File: config.mk
export PLATFORM = sky130hd
export DESIGN_NAME = pipe_addsub
export DESIGN_NICKNAME = d
export VERILOG_FILES = /design/src/rtl/pipe_addsub.sv
export SDC_FILE = /design/constraint.sdc
export NUM_CORES = 1
export LEC_CHECK = 0
export CORE_ASPECT_RATIO = 1.1
export CORE_MARGIN = 4
export CORE_UTILIZATION = 30
export CTS_BUF_LIST = sky130_fd_sc_hd__clkbuf_4 sky130_fd_sc_hd__clkbuf_8 sky130_fd_sc_hd__clkbuf_16
export DETAILED_ROUTE_END_ITERATION = 8
export SLEW_MARGIN = 25
export SYNTH_ARGS = -nofsm -noshare
export SYNTH_HDL_FRONTEND = slang
export SYNTH_SLANG_ARGS = --single-unit
File: constraint.sdc
create_clock -name clk -period 4.4 [get_ports clk]
set_clock_uncertainty 0.05 [all_clocks]
set_input_delay 0.88 -clock clk [delete_from_list [all_inputs] [get_ports clk]]
set_output_delay 0.88 -clock clk [all_outputs]
set_load 0.005 [all_outputs]
File: src/rtl/pipe_addsub.sv
// Pipelined adder/subtractor: SEG bits per stage with lookahead carries inside each
// stage, registered carry between stages, optional signed saturation at the output.
module pipe_addsub #(
  parameter int WIDTH = 16,
  parameter int SEG   = 4
) (
  input  logic             clk,
  input  logic             rst_n,
  input  logic             in_valid,
  output logic             in_ready,
  input  logic [WIDTH-1:0] a,
  input  logic [WIDTH-1:0] b,
  input  logic             sub,
  input  logic             sat,
  output logic             out_valid,
  input  logic             out_ready,
  output logic [WIDTH-1:0] f,
  output logic             cout,
  output logic             ovf,
  output logic             zero,
  output logic             neg
);
  localparam int STAGES = WIDTH / SEG;
  localparam int LAST   = STAGES - 1;

  if (WIDTH % SEG != 0) begin : g_bad_seg
    $error("pipe_addsub: WIDTH must be a multiple of SEG");
  end
  if (WIDTH < 4) begin : g_bad_width
    $error("pipe_addsub: WIDTH must be at least 4");
  end

  // Handshake: a beat moves on a rising edge when valid and ready are both high.
  // The whole pipeline advances together whenever the output slot is empty or being
  // retired, so in_ready never depends on in_valid.
  logic advance;
  assign advance  = ~out_valid | out_ready;
  assign in_ready = advance;

  // Carry i+1 is the OR of every generate term propagated up to bit i, plus cin
  // propagated through all lower bits -- each carry is a flat sum of products.
  function automatic logic [SEG:0] cla(input logic [SEG-1:0] g, input logic [SEG-1:0] p,
                                       input logic cin);
    logic t;
    cla    = '0;
    cla[0] = cin;
    for (int i = 0; i < SEG; i++) begin
      t = cin;
      for (int m = 0; m <= i; m++) t = t & p[m];
      cla[i+1] = t;
      for (int j = 0; j <= i; j++) begin
        t = g[j];
        for (int m = j + 1; m <= i; m++) t = t & p[m];
        cla[i+1] = cla[i+1] | t;
      end
    end
  endfunction

  // Intermediate stages: each consumes the low SEG bits of the remaining operands
  // and hands the unconsumed upper bits forward.
  for (genvar k = 0; k < LAST; k++) begin : g_st
    localparam int RIN  = WIDTH - k * SEG;
    localparam int RREM = RIN - SEG;
    localparam int DONE = (k + 1) * SEG;

    logic             v_i, c_i, sub_i, sat_i;
    logic [RIN-1:0]   a_i, b_i;
    logic             v_q, c_q, sub_q, sat_q;
    logic [RREM-1:0]  a_q, b_q;
    logic [DONE-1:0]  r_q, r_d;
    logic [SEG-1:0]   bs, sum;
    logic [SEG:0]     cy;

    if (k == 0) begin : g_src
      assign v_i   = in_valid;
      assign c_i   = sub;
      assign sub_i = sub;
      assign sat_i = sat;
      assign a_i   = a;
      assign b_i   = b;
      assign r_d   = sum;
    end else begin : g_src
      assign v_i   = g_st[k-1].v_q;
      assign c_i   = g_st[k-1].c_q;
      assign sub_i = g_st[k-1].sub_q;
      assign sat_i = g_st[k-1].sat_q;
      assign a_i   = g_st[k-1].a_q;
      assign b_i   = g_st[k-1].b_q;
      assign r_d   = {sum, g_st[k-1].r_q};
    end

    assign bs  = sub_i ? ~b_i[SEG-1:0] : b_i[SEG-1:0];
    assign cy  = cla(a_i[SEG-1:0] & bs, a_i[SEG-1:0] ^ bs, c_i);
    assign sum = a_i[SEG-1:0] ^ bs ^ cy[SEG-1:0];

    always_ff @(posedge clk or negedge rst_n) begin
      if (!rst_n) begin
        v_q   <= 1'b0;
        c_q   <= 1'b0;
        sub_q <= 1'b0;
        sat_q <= 1'b0;
        a_q   <= '0;
        b_q   <= '0;
        r_q   <= '0;
      end else if (advance) begin
        v_q   <= v_i;
        c_q   <= cy[SEG];
        sub_q <= sub_i;
        sat_q <= sat_i;
        a_q   <= a_i[RIN-1:SEG];
        b_q   <= b_i[RIN-1:SEG];
        r_q   <= r_d;
      end
    end
  end

  // Final stage: top segment, overflow, saturation and flags feed the output register.
  logic             fv, fc, fsub, fsat;
  logic [SEG-1:0]   fa, fb, fbs, fsum;
  logic [SEG:0]     fcy;
  logic [WIDTH-1:0] raw, fres, sat_val;
  logic             fovf;

  if (STAGES == 1) begin : g_fin
    assign fv   = in_valid;
    assign fc   = sub;
    assign fsub = sub;
    assign fsat = sat;
    assign fa   = a;
    assign fb   = b;
    assign raw  = fsum;
  end else begin : g_fin
    assign fv   = g_st[LAST-1].v_q;
    assign fc   = g_st[LAST-1].c_q;
    assign fsub = g_st[LAST-1].sub_q;
    assign fsat = g_st[LAST-1].sat_q;
    assign fa   = g_st[LAST-1].a_q;
    assign fb   = g_st[LAST-1].b_q;
    assign raw  = {fsum, g_st[LAST-1].r_q};
  end

  assign fbs     = fsub ? ~fb : fb;
  assign fcy     = cla(fa & fbs, fa ^ fbs, fc);
  assign fsum    = fa ^ fbs ^ fcy[SEG-1:0];
  assign fovf    = fcy[SEG] ^ fcy[SEG-1];
  // fa[SEG-1] is the sign bit of operand A.
  assign sat_val = fa[SEG-1] ? {1'b1, {(WIDTH-1){1'b0}}} : {1'b0, {(WIDTH-1){1'b1}}};
  assign fres    = (fsat && fovf) ? sat_val : raw;

  always_ff @(posedge clk or negedge rst_n) begin
    if (!rst_n) begin
      out_valid <= 1'b0;
      f         <= '0;
      cout      <= 1'b0;
      ovf       <= 1'b0;
      zero      <= 1'b0;
      neg       <= 1'b0;
    end else if (advance) begin
      out_valid <= fv;
      f         <= fres;
      cout      <= fcy[SEG];
      ovf       <= fovf;
      zero      <= (fres == '0);
      neg       <= fres[WIDTH-1];
    end
  end

endmodule

==> results.sh, run 1 <==
export IMPL_numPortBuffers=59
export IMPL_report_final_slew_viol_count=0
export IMPL_cts_setup_buffers=0
export IMPL_critPathMaxStageDelay_ns=0.60
export IMPL_grt_pass1_wl_mm=16.3
export IMPL_grt_max_degree=99
export IMPL_layout_nets=625
export IMPL_gp_congestion=0.823
export IMPL_syn_area_um2=4740
export IMPL_yosys_warnings=0
export IMPL_diodes=0
export IMPL_num_rows=47
export IMPL_power_frac_comb_pct=42.2
export IMPL_multi_input_area_um2=2020
export IMPL_setup_viol=0
export IMPL_synth_seq_area_share_pct=54.9
export IMPL_drt_pass1_iterations=4
export IMPL_crit_top_cell="clkdlybuf4s50_1"
export IMPL_routedWlPerCell_um=12.3
export IMPL_yosys_area_top_type="dfrtp_1"
export IMPL_final_hold_violation_count=0
export IMPL_die_w_um=128
export IMPL_die_y_um=140
export IMPL_cts_tree="done"
export IMPL_cellLeakagePower_nw=2.83
export IMPL_p_per_area_nw_per_um2=755
export IMPL_grt_total_usage_pct=11.0
export IMPL_worstHoldPathType="reg -> reg"
export IMPL_post_synth_cell_area_avg_um2=9.11
export IMPL_synthesis_nets=582
export IMPL_fillers=1589
export IMPL_async_flop_share_pct=100
export IMPL_post_cts_resized=0
export IMPL_fmax_mhz=333
export IMPL_outcome="completed"
export IMPL_synth_area_leaders="dfrtp_1, nand2_1, ha_1"
export IMPL_wirelength_mm=9.38
export IMPL_timing_critical_path_from="out_ready"
export IMPL_slew_headroom_pct=36.9
export IMPL_cts_clk_slew_worst_paths_ns=0.07
export IMPL_crit_path_top_delay_cell="clkdlybuf4s50_1"
export IMPL_hold_start="fv"
export IMPL_seqPwrFrac_pct=38.2
export IMPL_io_pins=60
export IMPL_vias=3484
export IMPL_antenna_left=0
export IMPL_ys_ff_latch=104
export IMPL_drive_above_1_share_pct=4.22
export IMPL_power_switching_mw=1.62
export IMPL_core_um2=15300
export IMPL_initial_core_util_pct=31.0
export IMPL_startpoint_type="primary input"
export IMPL_period_share_pct=68.3
export IMPL_vdd_drop_max_v=0.000255
export IMPL_setup_worst_path_end_class="primary output"
export IMPL_synthDistinctLibCells=37
export IMPL_p_total_mw=4.39
export IMPL_htree_num_levels=3
export IMPL_fin_worst_hold_slack_ns=0.414
export IMPL_vias_per_cell=4.55
export IMPL_rsz0062_at_grt="no"
export IMPL_critical_path_cell_chain="clkdlybuf4s50_1, nor2b_4, inv_2, clkdlybuf4s50_1"
export IMPL_path_class="in -> out"
export IMPL_final_setup_tns_ns=0
export IMPL_tightest_slew_ns=0.946
export IMPL_synth_top_area_share_pct=54.9
export IMPL_hpwl_mm=6.49
export IMPL_cts_root_buffer="clkbuf_16"
export IMPL_areaGrowthSynthToFinish_pct=22.6
export IMPL_cts_made_buffers=9
export IMPL_grt_pass1_vias=3393
export IMPL_synth_edf_count=0
export IMPL_drc=0
export IMPL_cp_required_ns=3.47
export IMPL_seqCellArea_um2=2600
export IMPL_insertion_delay_ns=0.34
export IMPL_drt_iter0_drc=199
export IMPL_cts_hold_buf=0
export IMPL_r2r_start="fsub"
export IMPL_syn_inst=521
export IMPL_p_clk_share_pct=19.6
export IMPL_synth_flop_cell="dfrtp_1"
export IMPL_grt_antenna_before_repair=0
export IMPL_cp_arrival_ns=2.08
export IMPL_cts_sinks=104
export IMPL_p_int_mw=2.77
export IMPL_finalCriticalPeriod_ns=3.01
export IMPL_grt_overflow_total=0
export IMPL_die_area_um2=17900
export IMPL_worstPathMaxFanout=2
export IMPL_sw_frac_of_total_pct=36.9
export IMPL_cts_buffer_depth=2
export IMPL_max_cap_violations=0
per-stage QoR:
step                      cell area [um^2]  instances  setup slack, ns  util [%]
final                                 5820        765             1.39      38.0
after global routing                  5820        765             1.36      38.0
after CTS                             5810        765             1.37      38.0
after detailed placement              5490        749             1.24      35.9
after global placement                5490        749             1.29      35.9
after floorplan                       4740        521             1.82         -
cells in the final DEF (no fill, tap or decap), drive strengths merged, types with 3 or more instances in the layout:
| cell type | count |
|---|---|
| xnor2 | 3 |
| o21ai | 7 |
| a21oi | 19 |
| buf | 4 |
| nand2 | 230 |
| dfrtp | 104 |
| clkbuf | 11 |
| nand2b | 4 |
| o31ai | 8 |
| ha | 20 |
| o211ai | 3 |
| o21a | 10 |
| nand3 | 15 |
| o22a | 3 |
| xor2 | 18 |
| clkdlybuf4s50 | 58 |
| nor2 | 19 |
| fa | 3 |
| nor3 | 7 |
final timing paths:
check,to,slack [ns],cells past startpoint
hold reg to reg,fv,0.41,2
max in group asynchronous,f[15],2.95,2
hold / removal,fv,0.41,2
min in group asynchronous,g_st[0].r_q[3],0.49,1
setup / recovery,in_ready,1.39,4
setup reg to reg,f[13],1.71,7
area by class of cell:
type / instances / area share, %
clock buffers: 11 / 4.24
repair buffers: 62 / 10.6
flip-flops and latches: 104 / 44.7
well taps: 196 / 4.22
clock inverters: 5 / 1.38
inverters: 1 / 0.0645
multi-input cells: 386 / 34.8
power by group through the flow:
stage                     Combinational (mW)  Sequential (mW)  Clock (mW)
after floorplan                         1.36             1.61           0
after global placement                  1.81             1.69           0
after detailed placement                1.87             1.70           0
after CTS                               1.88             1.69       0.884
after global routing                    2.12             1.74       0.925
final                                   1.86             1.68       0.860
cells by family after synthesis:
logic type      after synthesis  share of synthesized area (%)
simple gates                284                           23.8
flops                       104                           54.9
compound gates               56                           7.86
buf+inv                      31                           2.64
fa+ha+maj                    23                           6.54
xor+xnor                     21                           3.88
mux                           2                          0.422
sequential cells by signal, summed over array words and instances (netlist names):
name	flops
fsub	1
fv	1
cout	1
ovf	1
g_st.r_q	24
out_valid	1
g_st.b_q	20
zero	1
fc	1
g_st.sat_q	2
g_st.c_q	2
fb	4
g_st.a_q	20
g_st.sub_q	2
g_st.v_q	2
f	16
fsat	1
fa	4
metal layers:
metal | track usage (%) | share of wire, %
met4 | 4.36 | 1.2
met5 | 0 | 0
met1 | 15.4 | 49
met3 | 2.17 | 3.9
met2 | 16.9 | 46
synth_stat cells, drive strengths merged (2+ instances only):
cell	n
nand2	230
dfrtp	104
clkbuf	22
ha	20
a21oi	19
nor2	19
xor2	18
nand3	15
o21a	10
buf	8
o31ai	8
nor3	7
o21ai	7
nand2b	4
fa	3
o211ai	3
o22a	3
xnor2	3
mux2i	2
nor2b	2
nor4	2
critical path: cells and delay by family:
family | cells | cell delay, ns
simple gates | 1 | 0.05
buf+inv | 3 | 1.15
Power figures use the tool's default switching activity.
==> inputs of run 2 (changes only) <==
==> constraint.sdc (replaced) <==
create_clock -name clk -period 2.4 [get_ports clk]
set_clock_uncertainty 0.05 [all_clocks]
set_input_delay 0.48 -clock clk [delete_from_list [all_inputs] [get_ports clk]]
set_output_delay 0.48 -clock clk [all_outputs]
set_load 0.005 [all_outputs]
==> run 2 against run 1 <==
Effect of this change:
- register-to-register slack got worse by 1.6 ns
- critical path type is now reg -> reg
- critical path depth up 3
- die area stayed put
- utilization grew 1.2 points
- combinational power grew 99%
- via count increased by 2.6%
- wire length is 3.3% higher
- first-iteration DRC count down 36%
- power is 90% higher
- non-clock buffer count up 17
- highest routed layer unchanged
- worst setup slack worse by 1.3 ns
- clock power increased by 83%
==> results.sh, run 2 (same netlist as run 1, synthesis figures left out) <==
export IMPL_drt_iter0_drc=128
export IMPL_report_final_slew_viol_count=0
export IMPL_place_ws_ns=-0.160
export IMPL_grt_max_degree=99
export IMPL_critPathMaxStageDelay_ns=0.44
export IMPL_slew_headroom_pct=64.1
export IMPL_drive_above_1_share_pct=7.00
export IMPL_grt_antenna_before_repair=0
export IMPL_core_um2=15300
export IMPL_critical_path_cell_chain="buf_4, xor2_1, ha_1, a21o_1, or3_1, and3_1, o31ai_2"
export IMPL_final_hold_violation_count=0
export IMPL_grt_total_usage_pct=11.6
export IMPL_final_setup_tns_ns=0
export IMPL_gp_congestion=0.838
export IMPL_die_w_um=128
export IMPL_max_cap_violations=0
export IMPL_routedWlPerCell_um=12.4
export IMPL_setup_viol=0
export IMPL_largest_register="g_st.r_q"
export IMPL_fillers=1565
export IMPL_grt_overflow_total=0
export IMPL_vdd_drop_max_v=0.000555
export IMPL_stdcell_count=782
export IMPL_drt_pass1_iterations=4
export IMPL_vias_per_cell=4.57
export IMPL_cts_sinks=104
export IMPL_p_per_area_nw_per_um2=1390
export IMPL_cts_tree="done"
export IMPL_crit_path_top_delay_cell="or3_1"
export IMPL_fmax_mhz=438
export IMPL_final_common_cell="nand2_1"
export IMPL_setup_worst_path_end_class="flop"
export IMPL_hpwl_mm=6.90
export IMPL_cp_arrival_ns=2.48
export IMPL_cts_buffer_depth=2
export IMPL_largest_register_ffs=24
export IMPL_finalCriticalPeriod_ns=2.28
export IMPL_fin_worst_hold_slack_ns=0.0641
export IMPL_grt_pass1_wl_mm=17.2
export IMPL_num_rows=47
export IMPL_areaGrowthSynthToFinish_pct=26.4
export IMPL_startpoint_type="flop"
export IMPL_initial_core_util_pct=31.0
export IMPL_insertion_delay_ns=0.34
export IMPL_worstHoldPathType="in -> async"
export IMPL_die_area_um2=17900
export IMPL_tightest_slew_ns=0.538
export IMPL_finalWorstSetupSlack_ns=0.118
export IMPL_cts_made_buffers=9
export IMPL_drc=0
export IMPL_period_share_pct=95.1
export IMPL_cts_root_buffer="clkbuf_16"
export IMPL_diodes=0
export IMPL_vias=3573
export IMPL_layout_nets=642
export IMPL_dp_cells=765
export IMPL_wirelength_mm=9.69
export IMPL_outcome="completed"
export IMPL_final_cell_mix="nand2_1, dfrtp_1, clkdlybuf4s50_1, ha_1"
export IMPL_antenna_left=0
export IMPL_cp_required_ns=2.60
export IMPL_cts_clk_slew_worst_paths_ns=0.07
export IMPL_cellLeakagePower_nw=2.93
export IMPL_top_regs="g_st.r_q x24, g_st.a_q x20, g_st.b_q x20"
export IMPL_die_y_um=140
export IMPL_path_class="reg -> reg"
export IMPL_htree_num_levels=3
export IMPL_numPortBuffers=59
export IMPL_io_pins=60
export IMPL_grt_pass1_vias=3729
export IMPL_worstPathMaxFanout=6
==> run 2: path summary, 6_finish.rpt <==
path | start | to | slack (ns) | cells past startpoint
worst max-delay path | fsub | f[13] | 0.12 | 7
worst min-delay path | rst_n | g_st[0].b_q[10] | 0.06 | 1
worst max register to register | fsub | f[13] | 0.12 | 7
worst min register to register | fv | fv | 0.41 | 2
max in group asynchronous | rst_n | f[0] | 1.53 | 2
min in group clk | fv | fv | 0.41 | 2
==> run 2: critical path: cells and delay by family, from the launching register on <==
kind,cells,cell delay (ns)
flip-flops,1,0.39
AND/OR/NAND/NOR,2,0.65
buffers and inverters,1,0.16
adder cells (fa/ha/maj),1,0.35
XOR/XNOR,1,0.16
AO/OA/AOI/OAI,2,0.44
==> run 2: per-layer routing <==
layer / wire length, um / track usage, % / up-vias
li1: - / - / 1806
met1: 4610 / 15.1 / 1696
met2: 4590 / 18.8 / 56
met3: 322 / 2.70 / 15
met4: 165 / 3.97 / 0
met5: 0 / 0 / -
==> run 2: cell type report <==
cell class	count	area [um^2]	share of cell area, %
Multi-Input combinational cell	386	2030	33.9
Tap cell	196	245	4.09
Clock buffer	10	233	3.88
Timing Repair Buffer	79	788	13.1
Clock inverter	6	91.3	1.52
Sequential cell	104	2600	43.4
Inverter	1	3.75	0.0626
==> run 2: metrics by stage <==
step,power [mW],util (%),cell area (um^2)
after floorplan,5.45,-,4750
after global placement,6.65,37.0,5660
after detailed placement,6.80,37.0,5660
after CTS,8.40,39.1,5980
after global routing,9.10,39.2,6000
final,8.34,39.2,6000
==> run 2: timing repair <==
| item | CTS | global route |
|---|---|---|
| resized for setup | 0 | 1 |
| endpoints found under the setup margin | 0 | 9 |
| hold buffers | 0 | 0 |
| hold endpoints to repair | 0 | 0 |
| setup buffers | 0 | 1 |
==> run 2: power breakdown <==
group | internal (mW) | switching (mW) | leakage [nW] | total (mW)
clock | 0.933 | 0.640 | 0.161 | 1.57
combinational | 1.81 | 1.90 | 1.52 | 3.71
sequential | 2.54 | 0.520 | 1.25 | 3.05
total | 5.27 | 3.06 | 2.93 | 8.34
